$ cat config.mk
export PLATFORM = sky130hd
export DESIGN_NAME = preset_ctrl
export DESIGN_NICKNAME = d
export VERILOG_FILES = /design/src/rtl/midi_pkg.sv /design/src/rtl/ack_timer.sv /design/src/rtl/preset_ctrl.sv
export SDC_FILE = /design/constraint.sdc
export NUM_CORES = 1
export LEC_CHECK = 0
export CAP_MARGIN = 20
export CORE_MARGIN = 2
export CORE_UTILIZATION = 60
export CTS_CLUSTER_DIAMETER = 120
export CTS_CLUSTER_SIZE = 12
export DETAILED_ROUTE_END_ITERATION = 6
export DONT_BUFFER_PORTS = 1
export GPL_TIMING_DRIVEN = 1
export PLACE_DENSITY = 0.76
export SETUP_SLACK_MARGIN = 0.5
export SLEW_MARGIN = 40
export SYNTH_ARGS = -nofsm -noshare
export SYNTH_HDL_FRONTEND = slang
export SYNTH_SLANG_ARGS = --single-unit
export TNS_END_PERCENT = 1
$ cat constraint.sdc
create_clock -name clk -period 2.1 [get_ports clk]
set_clock_uncertainty 0.05 [all_clocks]
set_input_delay 0.42 -clock clk [delete_from_list [all_inputs] [get_ports clk]]
set_output_delay 0.42 -clock clk [all_outputs]
set_load 0.1 [all_outputs]
$ cat src/rtl/midi_pkg.sv
// Shared types and constants for the MIDI preset controller: FSM state
// encoding, the Program Change status byte and the slot-empty flag position.
package midi_pkg;

    typedef enum logic [2:0] {
        ST_IDLE      = 3'd0,
        ST_MEM_RD    = 3'd1,
        ST_TX_STATUS = 3'd2,
        ST_TX_PROG   = 3'd3,
        ST_MEM_WR    = 3'd4
    } state_e;

    localparam logic [7:0]  MIDI_PC        = 8'hC0;
    localparam int unsigned SLOT_EMPTY_BIT = 7;

    // Only buttons 1 and 2 map to preset slots; 0 and 3 are no-ops.
    function automatic logic is_slot_event(input logic [1:0] btn);
        return (btn == 2'd1) || (btn == 2'd2);
    endfunction

endpackage

$ cat src/rtl/ack_timer.sv
// Loadable down-counter guarding a memory handshake; expired is raised while
// enabled once the count has run down to zero.
module ack_timer #(
    parameter int unsigned WIDTH = 10
) (
    input  logic             clk,
    input  logic             rst,
    input  logic             load,
    input  logic [WIDTH-1:0] load_val,
    input  logic             en,
    output logic             expired
);

    logic [WIDTH-1:0] cnt_q;
    logic [WIDTH-1:0] cnt_d;

    // Next count: reload wins, otherwise count down and stop at zero.
    always_comb begin
        cnt_d = cnt_q;
        if (load) begin
            cnt_d = load_val;
        end else if (en && (cnt_q != {WIDTH{1'b0}})) begin
            cnt_d = cnt_q - WIDTH'(1);
        end else begin
            cnt_d = cnt_q;
        end
    end

    // Count register.
    always_ff @(posedge clk or negedge rst) begin
        if (!rst) begin
            cnt_q <= {WIDTH{1'b0}};
        end else begin
            cnt_q <= cnt_d;
        end
    end

    assign expired = en && (cnt_q == {WIDTH{1'b0}});

endmodule

$ cat src/rtl/preset_ctrl.sv
// MIDI preset controller: saves the current program to a memory slot or loads
// a slot and sends it out as a Program Change message over the UART.
module preset_ctrl
    import midi_pkg::*;
#(
    parameter logic [3:0]  MIDI_CH     = 4'd0,
    parameter int unsigned ACK_TIMEOUT = 1023
) (
    input  logic       clk,
    input  logic       rst,
    input  logic [1:0] btn_index,
    input  logic       save_mode,
    input  logic [6:0] midi_prog,
    output logic       mem_req,
    output logic       mem_we,
    output logic [1:0] mem_addr,
    output logic [7:0] mem_wdata,
    input  logic [7:0] mem_rdata,
    input  logic       mem_ack,
    output logic       tx_valid,
    output logic [7:0] tx_data,
    input  logic       tx_ready,
    output logic       busy,
    output logic [1:0] active_slot,
    output logic       err
);

    // The timer runs ACK_TIMEOUT cycles: loaded one short because the
    // zero-count cycle itself is the last one mem_req stays high.
    localparam int unsigned    TW        = $clog2(ACK_TIMEOUT + 1);
    localparam logic [TW-1:0]  TMR_LOAD  = TW'(ACK_TIMEOUT - 1);
    localparam logic [7:0]     STATUS_PC = MIDI_PC | {4'd0, MIDI_CH};

    state_e     state_q, state_d;
    logic       pend_valid_q, pend_valid_d;
    logic [1:0] pend_slot_q, pend_slot_d;
    logic       pend_save_q, pend_save_d;
    logic [6:0] pend_prog_q, pend_prog_d;
    logic [6:0] prog_q, prog_d;
    logic [1:0] active_slot_q, active_slot_d;
    logic       mem_req_q, mem_req_d;
    logic       mem_we_q, mem_we_d;
    logic [1:0] mem_addr_q, mem_addr_d;
    logic [7:0] mem_wdata_q, mem_wdata_d;
    logic       tx_valid_q, tx_valid_d;
    logic [7:0] tx_data_q, tx_data_d;
    logic       busy_q, busy_d;
    logic       err_q, err_d;

    logic       ev_s;
    logic       start_s;
    logic [1:0] sel_slot_s;
    logic       sel_save_s;
    logic [6:0] sel_prog_s;
    logic       ack_s;
    logic       tmr_load_s;
    logic       tmr_en_s;
    logic       tmr_expired_s;

    assign ev_s       = is_slot_event(btn_index);
    assign start_s    = ev_s || pend_valid_q;
    assign sel_slot_s = ev_s ? btn_index : pend_slot_q;
    assign sel_save_s = ev_s ? save_mode : pend_save_q;
    assign sel_prog_s = ev_s ? midi_prog : pend_prog_q;
    assign ack_s      = mem_req_q && mem_ack;
    assign tmr_en_s   = (state_q == ST_MEM_RD) || (state_q == ST_MEM_WR);

    ack_timer #(.WIDTH(TW)) u_ack_timer (
        .clk      (clk),
        .rst      (rst),
        .load     (tmr_load_s),
        .load_val (TMR_LOAD),
        .en       (tmr_en_s),
        .expired  (tmr_expired_s)
    );

    // Next-state and registered-output computation for the controller FSM.
    always_comb begin
        state_d       = state_q;
        pend_valid_d  = pend_valid_q;
        pend_slot_d   = pend_slot_q;
        pend_save_d   = pend_save_q;
        pend_prog_d   = pend_prog_q;
        prog_d        = prog_q;
        active_slot_d = active_slot_q;
        mem_req_d     = mem_req_q;
        mem_we_d      = mem_we_q;
        mem_addr_d    = mem_addr_q;
        mem_wdata_d   = mem_wdata_q;
        tx_valid_d    = tx_valid_q;
        tx_data_d     = tx_data_q;
        err_d         = 1'b0;
        tmr_load_s    = 1'b0;

        // While busy the single pending slot simply takes the newest event.
        if (ev_s && (state_q != ST_IDLE)) begin
            pend_valid_d = 1'b1;
            pend_slot_d  = btn_index;
            pend_save_d  = save_mode;
            pend_prog_d  = midi_prog;
        end else begin
            pend_valid_d = pend_valid_q;
        end

        case (state_q)
            ST_IDLE: begin
                if (start_s) begin
                    state_d      = sel_save_s ? ST_MEM_WR : ST_MEM_RD;
                    pend_valid_d = 1'b0;
                    mem_req_d    = 1'b1;
                    mem_we_d     = sel_save_s;
                    mem_addr_d   = sel_slot_s;
                    mem_wdata_d  = {1'b0, sel_prog_s};
                    tmr_load_s   = 1'b1;
                end else begin
                    state_d = ST_IDLE;
                end
            end
            ST_MEM_WR: begin
                if (ack_s) begin
                    active_slot_d = mem_addr_q;
                    mem_req_d     = 1'b0;
                    mem_we_d      = 1'b0;
                    state_d       = ST_IDLE;
                end else if (tmr_expired_s) begin
                    mem_req_d = 1'b0;
                    mem_we_d  = 1'b0;
                    err_d     = 1'b1;
                    state_d   = ST_IDLE;
                end else begin
                    state_d = ST_MEM_WR;
                end
            end
            ST_MEM_RD: begin
                // Ack is checked before expiry so a last-cycle ack still succeeds.
                if (ack_s) begin
                    mem_req_d = 1'b0;
                    if (mem_rdata[SLOT_EMPTY_BIT]) begin
                        state_d = ST_IDLE;
                    end else begin
                        prog_d     = mem_rdata[6:0];
                        tx_valid_d = 1'b1;
                        tx_data_d  = STATUS_PC;
                        state_d    = ST_TX_STATUS;
                    end
                end else if (tmr_expired_s) begin
                    mem_req_d = 1'b0;
                    err_d     = 1'b1;
                    state_d   = ST_IDLE;
                end else begin
                    state_d = ST_MEM_RD;
                end
            end
            ST_TX_STATUS: begin
                if (tx_ready) begin
                    tx_data_d = {1'b0, prog_q};
                    state_d   = ST_TX_PROG;
                end else begin
                    state_d = ST_TX_STATUS;
                end
            end
            ST_TX_PROG: begin
                if (tx_ready) begin
                    tx_valid_d    = 1'b0;
                    active_slot_d = mem_addr_q;
                    state_d       = ST_IDLE;
                end else begin
                    state_d = ST_TX_PROG;
                end
            end
            default: begin
                state_d    = ST_IDLE;
                mem_req_d  = 1'b0;
                mem_we_d   = 1'b0;
                tx_valid_d = 1'b0;
            end
        endcase

        busy_d = (state_d != ST_IDLE);
    end

    // State and output registers; reset abandons any transfer in flight.
    always_ff @(posedge clk or negedge rst) begin
        if (!rst) begin
            state_q       <= ST_IDLE;
            pend_valid_q  <= 1'b0;
            pend_slot_q   <= 2'd0;
            pend_save_q   <= 1'b0;
            pend_prog_q   <= 7'd0;
            prog_q        <= 7'd0;
            active_slot_q <= 2'd0;
            mem_req_q     <= 1'b0;
            mem_we_q      <= 1'b0;
            mem_addr_q    <= 2'd0;
            mem_wdata_q   <= 8'd0;
            tx_valid_q    <= 1'b0;
            tx_data_q     <= 8'd0;
            busy_q        <= 1'b0;
            err_q         <= 1'b0;
        end else begin
            state_q       <= state_d;
            pend_valid_q  <= pend_valid_d;
            pend_slot_q   <= pend_slot_d;
            pend_save_q   <= pend_save_d;
            pend_prog_q   <= pend_prog_d;
            prog_q        <= prog_d;
            active_slot_q <= active_slot_d;
            mem_req_q     <= mem_req_d;
            mem_we_q      <= mem_we_d;
            mem_addr_q    <= mem_addr_d;
            mem_wdata_q   <= mem_wdata_d;
            tx_valid_q    <= tx_valid_d;
            tx_data_q     <= tx_data_d;
            busy_q        <= busy_d;
            err_q         <= err_d;
        end
    end

    assign mem_req     = mem_req_q;
    assign mem_we      = mem_we_q;
    assign mem_addr    = mem_addr_q;
    assign mem_wdata   = mem_wdata_q;
    assign tx_valid    = tx_valid_q;
    assign tx_data     = tx_data_q;
    assign busy        = busy_q;
    assign active_slot = active_slot_q;
    assign err         = err_q;

endmodule

==> results.tsv <==
stage	metric	value	unit
synthesis	FFs w/ async S/R, synth	100	%
synthesis	post-synthesis sequential area ratio	52.2	%
placement	RePlAce Congestion	0.817	
synthesis	count of flip-flops with a built-in enable after synthesis	0	
sta	total count of max-transition violations in the final report	0	
synthesis	mean post-synth cell area	10.9	µm²
cells_and_area	Synth-to-Final Area Change	15.2	%
sta	measured slew at the worst slew-check pin	0.886	ns
placement	count of buffers from port buffering	0	
synthesis	Netlist cell types	50	
synthesis	combinational family with the most area after synthesis	simple AND/OR/NAND/NOR gates	
routing	count of vias placed by the detailed router	1851	
sta	setup repair after global routing missed its margin	true	
routing	remaining number of nets flagged by the antenna check after routing	0	
synthesis	synthesized-area fraction occupied by xor and xnor cells	2.18	%
floorplan	placeable core area	4290	µm²
outcome	failing checks	negative hold slack	
synthesis	most frequently used cell type in the post-synthesis netlist	sky130_fd_sc_hd__dfrtp_1	
routing	drt initial violations	95	
cells_and_area	diodes inserted	0	
floorplan	die extent in x	70.3	µm
cells_and_area	share of cells above drive strength 1	31.8	%
global_route	antenna violations before repair	0	
synthesis	Net Count, Synth	267	
synthesis	Yosys warning count	0	
clock_network	number of buffers added by the clock tree synthesis step	5	
synthesis	simple-gate area share of the yosys netlist	16.5	%
synthesis	synthesized area	2640	µm²
sta	final worst path period need	1.71	ns
synthesis	top-area cell type share of the netlist area	52.2	%
worst_setup_path	worst path required time	1.63	ns
synthesis	mux share of post-synthesis cell area	9.96	%
synthesis	top cell type by total area after synthesis	sky130_fd_sc_hd__dfrtp_1	
global_route	Global Route Usage Sum	22.8	%
global_route	largest net degree at the start of global routing	56	
sta	final-report setup violation count	0	
floorplan	die outline area	4940	µm²
global_route	Overflow after GRT	0	
synthesis	fraction of the mapped netlist area in compound gates	11.9	%
clock_network	TritonCTS clock tree	done	
floorplan	cell row count	24	
clock_network	clock sink total	55	
routing	total wire length	5170	µm
synthesis	count of state elements after synthesis	55	
clock_network	Max H-tree Level	2	
floorplan	number of placed I/O pins	47	
hold_path	Hold Crit Class	input pin to async pin	
outcome	status	finished, violations left	
placement	Final HPWL DP	3560	µm
synthesis	cells taking the most area after synthesis	sky130_fd_sc_hd__dfrtp_1, sky130_fd_sc_hd__mux2_2, sky130_fd_sc_hd__nand2_1	
synthesis	post-synthesis share of cell area spent on full adders, half adders and majority gates	1.71	%
routing	average via count per standard cell	5.68	
worst_setup_path	crit path launch type	flop	
clock_network	Root Buffer Master	sky130_fd_sc_hd__clkbuf_8	
routing	residual DRC count	0	
worst_setup_path	top fanout value on the critical path	2	
worst_setup_path	Data arrival, critical path	1.24	ns
sta	maximum clock frequency	0.585	GHz
sta	Fin Setup TNS	0	ns
sta	ratio of final minimum period to clock period	81.4	%
synthesis	most numerous cell types in the synthesized netlist	sky130_fd_sc_hd__dfrtp_1, sky130_fd_sc_hd__nand2_1, sky130_fd_sc_hd__nor2_1	
worst_setup_path	CP endpoint kind	output port	
global_route	wire length of the first global-routing pass	8900	µm
floorplan	height of the die	70.3	µm
synthesis	most common flop cell mapped by yosys	sky130_fd_sc_hd__dfrtp_1	
routing	Pre-Repair DR Iteration Count	4	
clock_network	clock transition at the registers of the reported paths	0.09	ns
cells_and_area	Filler Cell Count	298	
sta	final hold violations	55	
worst_setup_path	critical path class	flop to output port	
clock_network	clock tree buffer depth	2	
job	number of violations of the max-capacitance limit	0	
cells_and_area	Layout Nets	298	
synthesis	number of instances in the synthesized netlist	243	
floorplan	Initial Utilization	61.4	%
clock_network	clock latency at the later pin of the worst-skew pair	0.30	ns
global_route	vias in the first global route	1950	
sta	final hold slack	-0.252	ns
sta	Rel. slew slack	41.0	%
routing	average detailed-routed wire length per instance	15.9	µm
-- layout by cell type, fill, tap and decap left out, types with 2 or more instances in the layout --
master and n:
sky130_fd_sc_hd__nand2_1 27, sky130_fd_sc_hd__and4_1 2, sky130_fd_sc_hd__inv_1 15, sky130_fd_sc_hd__maj3_1 2
sky130_fd_sc_hd__a21oi_1 2, sky130_fd_sc_hd__nand2b_1 4, sky130_fd_sc_hd__buf_6 2, sky130_fd_sc_hd__nor2_2 2
sky130_fd_sc_hd__mux2_2 15, sky130_fd_sc_hd__buf_4 34, sky130_fd_sc_hd__nor2_1 19, sky130_fd_sc_hd__o32ai_1 2
sky130_fd_sc_hd__nand3_1 2, sky130_fd_sc_hd__nand4_1 3, sky130_fd_sc_hd__dfrtp_2 8, sky130_fd_sc_hd__dfrtp_1 46
sky130_fd_sc_hd__or3_1 2, sky130_fd_sc_hd__o21ai_0 16, sky130_fd_sc_hd__clkbuf_8 5, sky130_fd_sc_hd__a21o_1 2
sky130_fd_sc_hd__ha_1 2, sky130_fd_sc_hd__xnor2_2 2, sky130_fd_sc_hd__and3_2 3, sky130_fd_sc_hd__nor3_1 5
sky130_fd_sc_hd__o211ai_1 6, sky130_fd_sc_hd__mux2_4 3, sky130_fd_sc_hd__mux2i_1 6, sky130_fd_sc_hd__a31oi_1 11
-- metrics by stage --
stage | setup WS, ns | util, % | cells | area (µm²) | hold slack, ns
finish | 0.391 | 70.8 | 326 | 3040 | -0.252
detailed placement | 0.104 | 66.2 | 310 | 2840 | 0.0760
global placement | 0.209 | 66.1 | 310 | 2840 | 0.0762
floorplan | 0.243 | - | 243 | 2660 | 0.0744
CTS | 0.380 | 69.1 | 318 | 2970 | -0.257
global route | 0.288 | 70.8 | 326 | 3040 | -0.271
-- sequential cells by signal, summed over array words and instances (netlist names) --
signal / count
active_slot: 2
busy: 1
err: 1
mem_addr: 2
mem_req: 1
mem_wdata: 7
mem_we: 1
pend_prog_q: 7
pend_save_q: 1
pend_slot_q: 2
pend_valid_q: 1
prog_q: 7
state_q: 3
tx_data: 8
tx_valid: 1
u_ack_timer.cnt_q: 10
-- cell type report --
type	instances	area, µm²	area share, %
sequential	55	1390	45.7
multi-input combinational	161	1150	37.8
timing repair buffer	36	278	9.14
clock buffer	6	72.6	2.39
tap	52	65.1	2.14
inverter	15	56.3	1.85
clock inverter	1	30.0	0.988
-- logic make-up after synthesis --
kind of cell | after synthesis
xor+xnor | 4
other cells | 1
simple gates | 80
flops | 55
buf+inv | 27
compound gates | 48
mux | 24
fa+ha+maj | 4
-- path summary, 6_finish.rpt --
check / cells past startpoint / end / slack [ns] / from
max in group asynchronous: 0 / mem_req / 2.14 / rst
max: 0 / active_slot[1] / 0.39 / active_slot[1]
max reg2reg: 4 / prog_q[4] / 0.40 / state_q[1]
min: 0 / u_ack_timer.cnt_q[5] / -0.25 / rst
min reg2reg: 1 / tx_data[7] / 0.45 / tx_data[7]
min in group clk: 1 / mem_req / 0.18 / mem_ack
-- routing by layer --
layer | track usage [%] | vias up | wire length (µm)
li1 | - | 905 | -
met1 | 29.3 | 884 | 2170
met2 | 37.4 | 51 | 2630
met3 | 5.19 | 11 | 260
met4 | 9.19 | 0 | 111
met5 | 0 | - | 0
-- repair_timing --
item	in CTS	in global routing
pin swaps	1	1
endpoints found under the setup margin	48	45
buffers inserted	1	8
endpoints found under the hold margin	55	55
cloned	0	0
resized for setup	6	3
Power is not shown: default switching activity piles up to over one toggle a cycle in this logic, so the estimate is an artifact.
